===== src/rtl/acc_cpu_pkg.sv =====
// Shared state, opcode and sub-code encodings for the parametrised accumulator CPU.
package acc_cpu_pkg;

  typedef enum logic [2:0] {
    ST_IDLE,
    ST_FETCH,
    ST_OPERAND,
    ST_EXEC,
    ST_HALT,
    ST_STALL
  } state_t;

  localparam logic [3:0] OP_NOP    = 4'h0;
  localparam logic [3:0] OP_LDI    = 4'h1;
  localparam logic [3:0] OP_ADDI   = 4'h2;
  localparam logic [3:0] OP_SUBI   = 4'h3;
  localparam logic [3:0] OP_ANDI   = 4'h4;
  localparam logic [3:0] OP_ORI    = 4'h5;
  localparam logic [3:0] OP_XORI   = 4'h6;
  localparam logic [3:0] OP_MOV    = 4'h7;
  localparam logic [3:0] OP_LD     = 4'h8;
  localparam logic [3:0] OP_ADD    = 4'h9;
  localparam logic [3:0] OP_SUB    = 4'hA;
  localparam logic [3:0] OP_UNARY  = 4'hB;
  localparam logic [3:0] OP_BRANCH = 4'hC;
  localparam logic [3:0] OP_HALT   = 4'hF;

  localparam logic [3:0] U_NOT = 4'h0;
  localparam logic [3:0] U_SHL = 4'h1;
  localparam logic [3:0] U_SHR = 4'h2;
  localparam logic [3:0] U_INC = 4'h3;
  localparam logic [3:0] U_DEC = 4'h4;

  localparam logic [3:0] BR_JMP = 4'h0;
  localparam logic [3:0] BR_JZ  = 4'h1;
  localparam logic [3:0] BR_JNZ = 4'h2;
  localparam logic [3:0] BR_JC  = 4'h3;
  localparam logic [3:0] BR_JNC = 4'h4;

  // Immediate ALU ops and branches carry a second word.
  function automatic logic is_two_word(input logic [3:0] opcode);
    return ((opcode >= OP_LDI) && (opcode <= OP_XORI)) || (opcode == OP_BRANCH);
  endfunction

endpackage


===== src/rtl/acc_cpu_alu.sv =====
// Combinational ALU: computes the accumulator result and Z/C flags for one opcode.
module acc_cpu_alu #(
  parameter int DATA_W = 8
) (
  input  logic [3:0]        op,
  input  logic [3:0]        sub,
  input  logic [DATA_W-1:0] a,
  input  logic [DATA_W-1:0] b,
  input  logic              c_in,
  output logic [DATA_W-1:0] result,
  output logic              z,
  output logic              c,
  output logic              writes_ac
);
  import acc_cpu_pkg::*;

  logic [DATA_W:0] sum;
  logic [DATA_W:0] diff;
  logic [DATA_W:0] inc;
  logic [DATA_W:0] dec;

  // The extra top bit is carry for additions and borrow for subtractions.
  assign sum  = {1'b0, a} + {1'b0, b};
  assign diff = {1'b0, a} - {1'b0, b};
  assign inc  = {1'b0, a} + {{DATA_W{1'b0}}, 1'b1};
  assign dec  = {1'b0, a} - {{DATA_W{1'b0}}, 1'b1};

  always_comb begin
    result    = a;
    c         = c_in;
    writes_ac = 1'b1;
    case (op)
      OP_LDI, OP_LD:   result = b;
      OP_ADDI, OP_ADD: {c, result} = sum;
      OP_SUBI, OP_SUB: {c, result} = diff;
      OP_ANDI: begin
        result = a & b;
        c      = 1'b0;
      end
      OP_ORI: begin
        result = a | b;
        c      = 1'b0;
      end
      OP_XORI: begin
        result = a ^ b;
        c      = 1'b0;
      end
      OP_UNARY: begin
        case (sub)
          U_NOT: begin
            result = ~a;
            c      = 1'b0;
          end
          U_SHL: begin
            result = {a[DATA_W-2:0], 1'b0};
            c      = a[DATA_W-1];
          end
          U_SHR: begin
            result = {1'b0, a[DATA_W-1:1]};
            c      = a[0];
          end
          U_INC:   {c, result} = inc;
          U_DEC:   {c, result} = dec;
          default: writes_ac = 1'b0;
        endcase
      end
      default: writes_ac = 1'b0;
    endcase
  end

  assign z = (result == '0);

endmodule


===== src/rtl/acc_cpu_core.sv =====
// Accumulator CPU core: program memory, register file, PC and FETCH/OPERAND/EXEC control.
// Define ACC_CPU_STEP_EN to add step/step_mode inputs for one-instruction-per-pulse execution.
module acc_cpu_core #(
  parameter int DATA_W = 8,
  parameter int ADDR_W = 5,
  parameter int NREGS  = 4
) (
  input  logic              clk,
  input  logic              rst,
  input  logic              prog_we,
  input  logic [ADDR_W-1:0] prog_addr,
  input  logic [DATA_W-1:0] prog_data,
  input  logic              start,
`ifdef ACC_CPU_STEP_EN
  input  logic              step,
  input  logic              step_mode,
`endif
  output logic              busy,
  output logic              halted,
  output logic              err,
  output logic [DATA_W-1:0] acc_out,
  output logic [ADDR_W-1:0] pc_out,
  output logic              flag_z,
  output logic              flag_c
);
  import acc_cpu_pkg::*;

  localparam int DEPTH = 2 ** ADDR_W;

  logic [DATA_W-1:0] imem [DEPTH];

  state_t            state_q, state_d;
  logic [ADDR_W-1:0] pc_q, pc_d;
  logic [DATA_W-1:0] ac_q, ac_d;
  logic [DATA_W-1:0] imm_q, imm_d;
  logic [7:0]        ir_q, ir_d;
  logic [DATA_W-1:0] regs_q [NREGS];
  logic [DATA_W-1:0] regs_d [NREGS];
  logic              z_q, z_d, c_q, c_d, err_q, err_d;
  logic              busy_q, halted_q;

  logic [3:0]        op, sub;
  logic [DATA_W-1:0] fetch_word, reg_b, alu_b, alu_result;
  logic              alu_z, alu_c, alu_writes;
  logic              illegal, take_branch, idle_like, step_go;
  state_t            run_state;

  assign op         = ir_q[7:4];
  assign sub        = ir_q[3:0];
  assign fetch_word = imem[pc_q];
  assign idle_like  = (state_q == ST_IDLE) || (state_q == ST_HALT);

`ifdef ACC_CPU_STEP_EN
  assign run_state = step_mode ? ST_STALL : ST_FETCH;
  assign step_go   = step | ~step_mode;
`else
  assign run_state = ST_FETCH;
  assign step_go   = 1'b1;
`endif

  // Program loads are locked out while an instruction is in flight.
  always_ff @(posedge clk) begin
    if (prog_we && idle_like) imem[prog_addr] <= prog_data;
  end

  always_comb begin
    reg_b = '0;
    for (int i = 0; i < NREGS; i++) begin
      if (sub == 4'(i)) reg_b = regs_q[i];
    end
  end

  assign alu_b = is_two_word(op) ? imm_q : reg_b;

  acc_cpu_alu #(.DATA_W(DATA_W)) u_alu (
    .op       (op),
    .sub      (sub),
    .a        (ac_q),
    .b        (alu_b),
    .c_in     (c_q),
    .result   (alu_result),
    .z        (alu_z),
    .c        (alu_c),
    .writes_ac(alu_writes)
  );

  always_comb begin
    illegal = 1'b0;
    case (op)
      OP_MOV, OP_LD, OP_ADD, OP_SUB: illegal = (32'(sub) >= NREGS);
      OP_UNARY:                      illegal = (sub > U_DEC);
      OP_BRANCH:                     illegal = (sub > BR_JNC);
      4'hD, 4'hE:                    illegal = 1'b1;
      default:                       illegal = 1'b0;
    endcase
  end

  always_comb begin
    case (sub)
      BR_JMP:  take_branch = 1'b1;
      BR_JZ:   take_branch = z_q;
      BR_JNZ:  take_branch = ~z_q;
      BR_JC:   take_branch = c_q;
      BR_JNC:  take_branch = ~c_q;
      default: take_branch = 1'b0;
    endcase
  end

  always_comb begin
    state_d = state_q;
    pc_d    = pc_q;
    ac_d    = ac_q;
    imm_d   = imm_q;
    ir_d    = ir_q;
    regs_d  = regs_q;
    z_d     = z_q;
    c_d     = c_q;
    err_d   = err_q;
    case (state_q)
      ST_IDLE, ST_HALT: begin
        if (start) begin
          pc_d    = '0;
          err_d   = 1'b0;
          state_d = run_state;
        end
      end
      ST_STALL: begin
        if (step_go) state_d = ST_FETCH;
      end
      ST_FETCH: begin
        ir_d    = fetch_word[7:0];
        pc_d    = pc_q + ADDR_W'(1);
        state_d = is_two_word(fetch_word[7:4]) ? ST_OPERAND : ST_EXEC;
      end
      ST_OPERAND: begin
        imm_d   = fetch_word;
        pc_d    = pc_q + ADDR_W'(1);
        state_d = ST_EXEC;
      end
      ST_EXEC: begin
        // A trapped instruction leaves every architectural register untouched.
        if (illegal) begin
          err_d   = 1'b1;
          state_d = ST_HALT;
        end else if (op == OP_HALT) begin
          state_d = ST_HALT;
        end else begin
          if (alu_writes) begin
            ac_d = alu_result;
            z_d  = alu_z;
            c_d  = alu_c;
          end
          if (op == OP_MOV) begin
            for (int i = 0; i < NREGS; i++) begin
              if (sub == 4'(i)) regs_d[i] = ac_q;
            end
          end
          if ((op == OP_BRANCH) && take_branch) pc_d = imm_q[ADDR_W-1:0];
          state_d = run_state;
        end
      end
      default: state_d = ST_IDLE;
    endcase
  end

  always_ff @(posedge clk) begin
    if (rst) begin
      state_q  <= ST_IDLE;
      pc_q     <= '0;
      ac_q     <= '0;
      imm_q    <= '0;
      ir_q     <= '0;
      z_q      <= 1'b0;
      c_q      <= 1'b0;
      err_q    <= 1'b0;
      busy_q   <= 1'b0;
      halted_q <= 1'b0;
      for (int i = 0; i < NREGS; i++) regs_q[i] <= '0;
    end else begin
      state_q  <= state_d;
      pc_q     <= pc_d;
      ac_q     <= ac_d;
      imm_q    <= imm_d;
      ir_q     <= ir_d;
      z_q      <= z_d;
      c_q      <= c_d;
      err_q    <= err_d;
      busy_q   <= (state_d == ST_FETCH) || (state_d == ST_OPERAND) || (state_d == ST_EXEC);
      halted_q <= (state_d == ST_HALT);
      regs_q   <= regs_d;
    end
  end

  assign busy    = busy_q;
  assign halted  = halted_q;
  assign err     = err_q;
  assign acc_out = ac_q;
  assign pc_out  = pc_q;
  assign flag_z  = z_q;
  assign flag_c  = c_q;

endmodule


===== config.mk =====
export PLATFORM = sky130hd
export DESIGN_NAME = acc_cpu_core
export DESIGN_NICKNAME = d
export VERILOG_FILES = /design/src/rtl/acc_cpu_pkg.sv /design/src/rtl/acc_cpu_alu.sv /design/src/rtl/acc_cpu_core.sv
export SDC_FILE = /design/constraint.sdc
export NUM_CORES = 1
export LEC_CHECK = 0
export ABC_AREA = 1
export BUFFER_PORTS_ARGS = -buffer_cell sky130_fd_sc_hd__buf_2
export CORE_UTILIZATION = 30
export CTS_BUF_LIST = sky130_fd_sc_hd__clkbuf_16
export DETAILED_ROUTE_END_ITERATION = 6
export SLEW_MARGIN = 15
export SYNTH_ARGS = -nofsm -noshare
export SYNTH_HDL_FRONTEND = slang
export SYNTH_SLANG_ARGS = --single-unit

===== constraint.sdc =====
create_clock -name clk -period 5.1 [get_ports clk]
set_clock_uncertainty 0.1 [all_clocks]
set_input_delay 0.255 -clock clk [delete_from_list [all_inputs] [get_ports clk]]
set_output_delay 0.255 -clock clk [all_outputs]
set_load 0.005 [all_outputs]

==> run summary <==
### Global routing
* **aggregate global routing overflow** 0
* **via count of the first global-routing pass** 11,600
* **Overall Global Routing Usage** 16.4%
* **antenna violations before repair** 0
* **maximum number of pins on one net before global-route repair** 56
* **first-pass GRT wire length** 68,400 µm

### Detailed routing
* **antenna viol nets, final** 0
* **Met1 Routed Length** 19,500 µm
* **number of detailed-route iterations in the first pass** 5
* **total via count after detailed routing** 12,300
* **met2 WL** 20,900 µm
* **DRC violation count after routing** 0
* **detail-routed net length per standard cell** 18.3 µm
* **initial drt markers** 1,231
* **sum of routed wire length over all layers** 44,200 µm
* **Top Layer Used** met4
* **post-DR vias/cell** 5.10
* **detailed-routed wire length on met3** 2830 µm

### Synthesis
* **share of async-settable or async-resettable flops after synthesis** 0%
* **number of synthesized register bits** 330
* **share of Yosys cell area claimed by the top area cell type** 48.7%
* **combinational family with the most area after synthesis** simple AND/OR/NAND/NOR gates
* **leading cell type by number of instances after synthesis** sky130_fd_sc_hd__nand2_1
* **most area-consuming cells after synthesis** sky130_fd_sc_hd__edfxtp_1, sky130_fd_sc_hd__dfxtp_1, sky130_fd_sc_hd__nand2_1
* **number of enable-type register cells in the synthesized netlist** 256
* **Yosys cell types** 50
* **predominant post-synthesis flop cell** sky130_fd_sc_hd__edfxtp_1
* **syn nets** 1,759
* **largest area contributor in the synthesized netlist** sky130_fd_sc_hd__edfxtp_1
* **mux share of post-synthesis cell area** 0%
* **Syn Std Cell Area** 15,800 µm²
* **post-synthesis simple-gate area fraction** 23.7%
* **count of yosys warnings during synthesis** 0
* **synth cell count leaders** sky130_fd_sc_hd__nand2_1, sky130_fd_sc_hd__edfxtp_1, sky130_fd_sc_hd__nand3_1
* **Synth Area in Adders** 2.39%
* **part of the Yosys area used for sequential elements** 58.1%
* **share of the synthesized area in compound gates (AO/OA/AOI/OAI)** 10.0%
* **Post-Syn Area per Cell** 9.21 µm²
* **parity-gate share of the synthesized area counting xor and xnor cells** 0.222%
* **gate count of the mapped netlist** 1,713

### Finish
* **final core utilization** 34.4%
* **area overhead of the layout relative to synthesis** 12.6%
* **fraction of final layout cells with drive strength greater than 1** 8.05%
* **antenna cells** 0
* **Layout Nets** 1,757
* **FILL cells** 5,151

### Floorplanning
* **initial core utilization** 30.6%
* **I/O pin cnt** 35
* **floorplan row count** 83
* **Die H** 231 µm
* **die span in x** 231 µm
* **placeable core area** 51,600 µm²
* **Die Area** 53,500 µm²

### Timing
* **final worst-path cycle share** 75.6%
* **Slew Limit Headroom** 28.6%
* **min cycle time layout** 3.86 ns
* **Setup TNS** 0 ns
* **RSZ-0062 raised after global routing** false
* **transition at the pin with the smallest max-transition slack** 1.07 ns
* **Fin. Hold Viols** 0
* **count of endpoints failing setup in the final report** 0
* **worst hold-check slack** 0.151 ns
* **Highest Clock Rate** 0.259 GHz
* **count of final max-slew check failures** 0

### Power and ir drop
* **Max IR drop VDD** 0.000322 V
* **internal cell power** 5700 µW
* **clock network fraction of total power** 27.3%
* **PwrDens** 554 nW/µm²
* **combinational group share of total power** 39.8%
* **share of total power consumed by net switching** 42.1%
* **reported net switching power** 4140 µW
* **Final Total Pwr** 9830 µW
* **sequential power share** 32.9%
* **leakage power** 0.00682 µW

### Clocking
* **number of gates given a new drive strength after cts** 0
* **number of setup buffers added after CTS** 0
* **cts bufs inserted** 37
* **H-tree depth reported by CTS** 2
* **TritonCTS clock tree** done
* **maximum buffer depth of the clock tree** 3
* **Clock Latency Late Sink** 0.55 ns
* **TritonCTS Sinks** 330
* **CTS root buffer** sky130_fd_sc_hd__clkbuf_16
* **clock transition time at the flip-flop clock pins of the worst setup and hold paths** 0.06 ns

### Setup path
* **worst endpoint required time** 5.45 ns
* **data arrival time at the worst-slack endpoint** 4.21 ns
* **critical path type** register to register
* **Critical Path Start Type** register
* **type of destination of the critical path** register
* **top fanout value on the critical path** 13

### Worst hold path
* **worst hold path class** input pin to register

### Placement
* **number of buffers added on ports** 34
* **global placement routability congestion** 0.906
* **total half-perimeter wirelength after legalization and detailed placement** 28,300 µm

### Run
* **number of violations of the max-capacitance limit** 0

### Run status
* **status** completed

[repair_timing]
action	4_1_cts	5_1_grt
hold buffers	1	0
endpoints found under the hold margin	3	0
endpoints found under the setup margin	0	0
[critical path, cell delays in order (launching register included)]
cell	delay, ns
sky130_fd_sc_hd__dfxtp_1	0.53
sky130_fd_sc_hd__inv_1	0.11
sky130_fd_sc_hd__nor2_1	0.28
sky130_fd_sc_hd__nand2_1	0.40
sky130_fd_sc_hd__nor2_1	0.19
sky130_fd_sc_hd__nor2_1	0.07
sky130_fd_sc_hd__nand2_1	0.09
sky130_fd_sc_hd__nand2_1	0.11
sky130_fd_sc_hd__ha_1	0.50
sky130_fd_sc_hd__inv_1	0.18
sky130_fd_sc_hd__nand3_1	0.12
sky130_fd_sc_hd__nand3_1	0.11
sky130_fd_sc_hd__nor2_1	0.11
sky130_fd_sc_hd__nor2_1	0.07
sky130_fd_sc_hd__nor2_1	0.20
sky130_fd_sc_hd__nand3_1	0.11
sky130_fd_sc_hd__nand2_1	0.12
sky130_fd_sc_hd__nand3_1	0.07
sky130_fd_sc_hd__nor2_1	0.09
sky130_fd_sc_hd__nand3_1	0.07
sky130_fd_sc_hd__a21oi_1	0.12
[cell type report]
class / count / area (µm²) / area share [%]
clock buffer: 38 / 951 / 5.35
clock inverter: 30 / 277 / 1.56
timing repair buffer: 50 / 305 / 1.72
sequential: 330 / 9170 / 51.7
multi-input combinational: 1168 / 5740 / 32.3
tap: 680 / 851 / 4.79
inverter: 124 / 468 / 2.63
[placed cells by master (no fill, tap or decap), types with 2 or more instances in the layout]
cell	instances
sky130_fd_sc_hd__a211oi_1	14
sky130_fd_sc_hd__a211oi_2	4
sky130_fd_sc_hd__a21oi_1	64
sky130_fd_sc_hd__a31oi_1	3
sky130_fd_sc_hd__a32oi_1	3
sky130_fd_sc_hd__buf_2	34
sky130_fd_sc_hd__buf_4	14
sky130_fd_sc_hd__bufinv_16	4
sky130_fd_sc_hd__clkbuf_16	38
sky130_fd_sc_hd__clkinv_1	12
sky130_fd_sc_hd__clkinv_2	9
sky130_fd_sc_hd__dfxtp_1	72
sky130_fd_sc_hd__edfxtp_1	256
sky130_fd_sc_hd__fa_1	2
sky130_fd_sc_hd__ha_1	27
sky130_fd_sc_hd__inv_1	116
sky130_fd_sc_hd__inv_2	7
sky130_fd_sc_hd__inv_6	3
sky130_fd_sc_hd__nand2_1	372
sky130_fd_sc_hd__nand2_2	5
sky130_fd_sc_hd__nand3_1	232
sky130_fd_sc_hd__nand3b_1	2
sky130_fd_sc_hd__nand4_1	17
sky130_fd_sc_hd__nor2_1	218
sky130_fd_sc_hd__nor2_4	3
sky130_fd_sc_hd__nor3_1	3
sky130_fd_sc_hd__nor3_4	4
sky130_fd_sc_hd__o211ai_1	3
sky130_fd_sc_hd__o21ai_0	132
sky130_fd_sc_hd__o21ai_1	3
sky130_fd_sc_hd__o221ai_1	26
sky130_fd_sc_hd__o22ai_1	6
sky130_fd_sc_hd__o311ai_0	3
sky130_fd_sc_hd__or2_1	2
sky130_fd_sc_hd__or2_2	2
sky130_fd_sc_hd__xor2_1	3
[cell families after synthesis]
| kind of cell | after synthesis |
|---|---|
| AO/OA/AOI/OAI | 269 |
| XOR/XNOR | 4 |
| adder cells (fa/ha/maj) | 29 |
| buffers and inverters | 215 |
| flip-flops | 330 |
| AND/OR/NAND/NOR | 866 |
[worst paths after layout]
check	end	startpoint	depth (start not counted)	slack, ns
setup / recovery	flag_z$_SDFFE_PP0P_	ir_q[1]$_SDFFE_PP0P_	20	1.24
hold / removal	imem[30][2]$_DFFE_PP_	prog_data[2]	1	0.15
setup reg to reg	flag_z$_SDFFE_PP0P_	ir_q[1]$_SDFFE_PP0P_	20	1.24
hold reg to reg	err$_SDFFE_PP0P_	err$_SDFFE_PP0P_	2	0.38
[power by group through the flow]
stage / Combinational (µW) / Sequential (µW) / Clock [µW]
2_1_floorplan: 2800 / 3150 / 0
3_5_place_dp: 3870 / 3280 / 0
6_report: 3910 / 3230 / 2690
3_3_place_gp: 3850 / 3280 / 0
4_1_cts: 3880 / 3230 / 2720
5_1_grt: 4370 / 3250 / 2820
[layer usage]
metal  global-route usage [%]  up-vias
met3                     2.57       79
met2                     27.0      445
met4                     4.72        0
met1                     22.1     5892
li1                         -     5919
met5                        0        -
[sequential cells by signal, indices dropped and copies added, names as in the netlist, named ones only]
name	cells
imem	256
regs_q	32
acc_out	8
imm_q	8
ir_q	8
pc_out	5
state_q	3
busy	1
err	1
flag_c	1
flag_z	1
halted	1
[per-stage QoR]
stage	instance area, µm²	setup WS [ns]	std cells
3_5_place_dp	16500	1.30	2351
4_1_cts	17800	1.27	2420
3_3_place_gp	16500	1.33	2351
2_1_floorplan	15800	2.03	1713
5_1_grt	17800	0.831	2420
6_report	17800	1.24	2420
(Power assumes the default switching activity.)
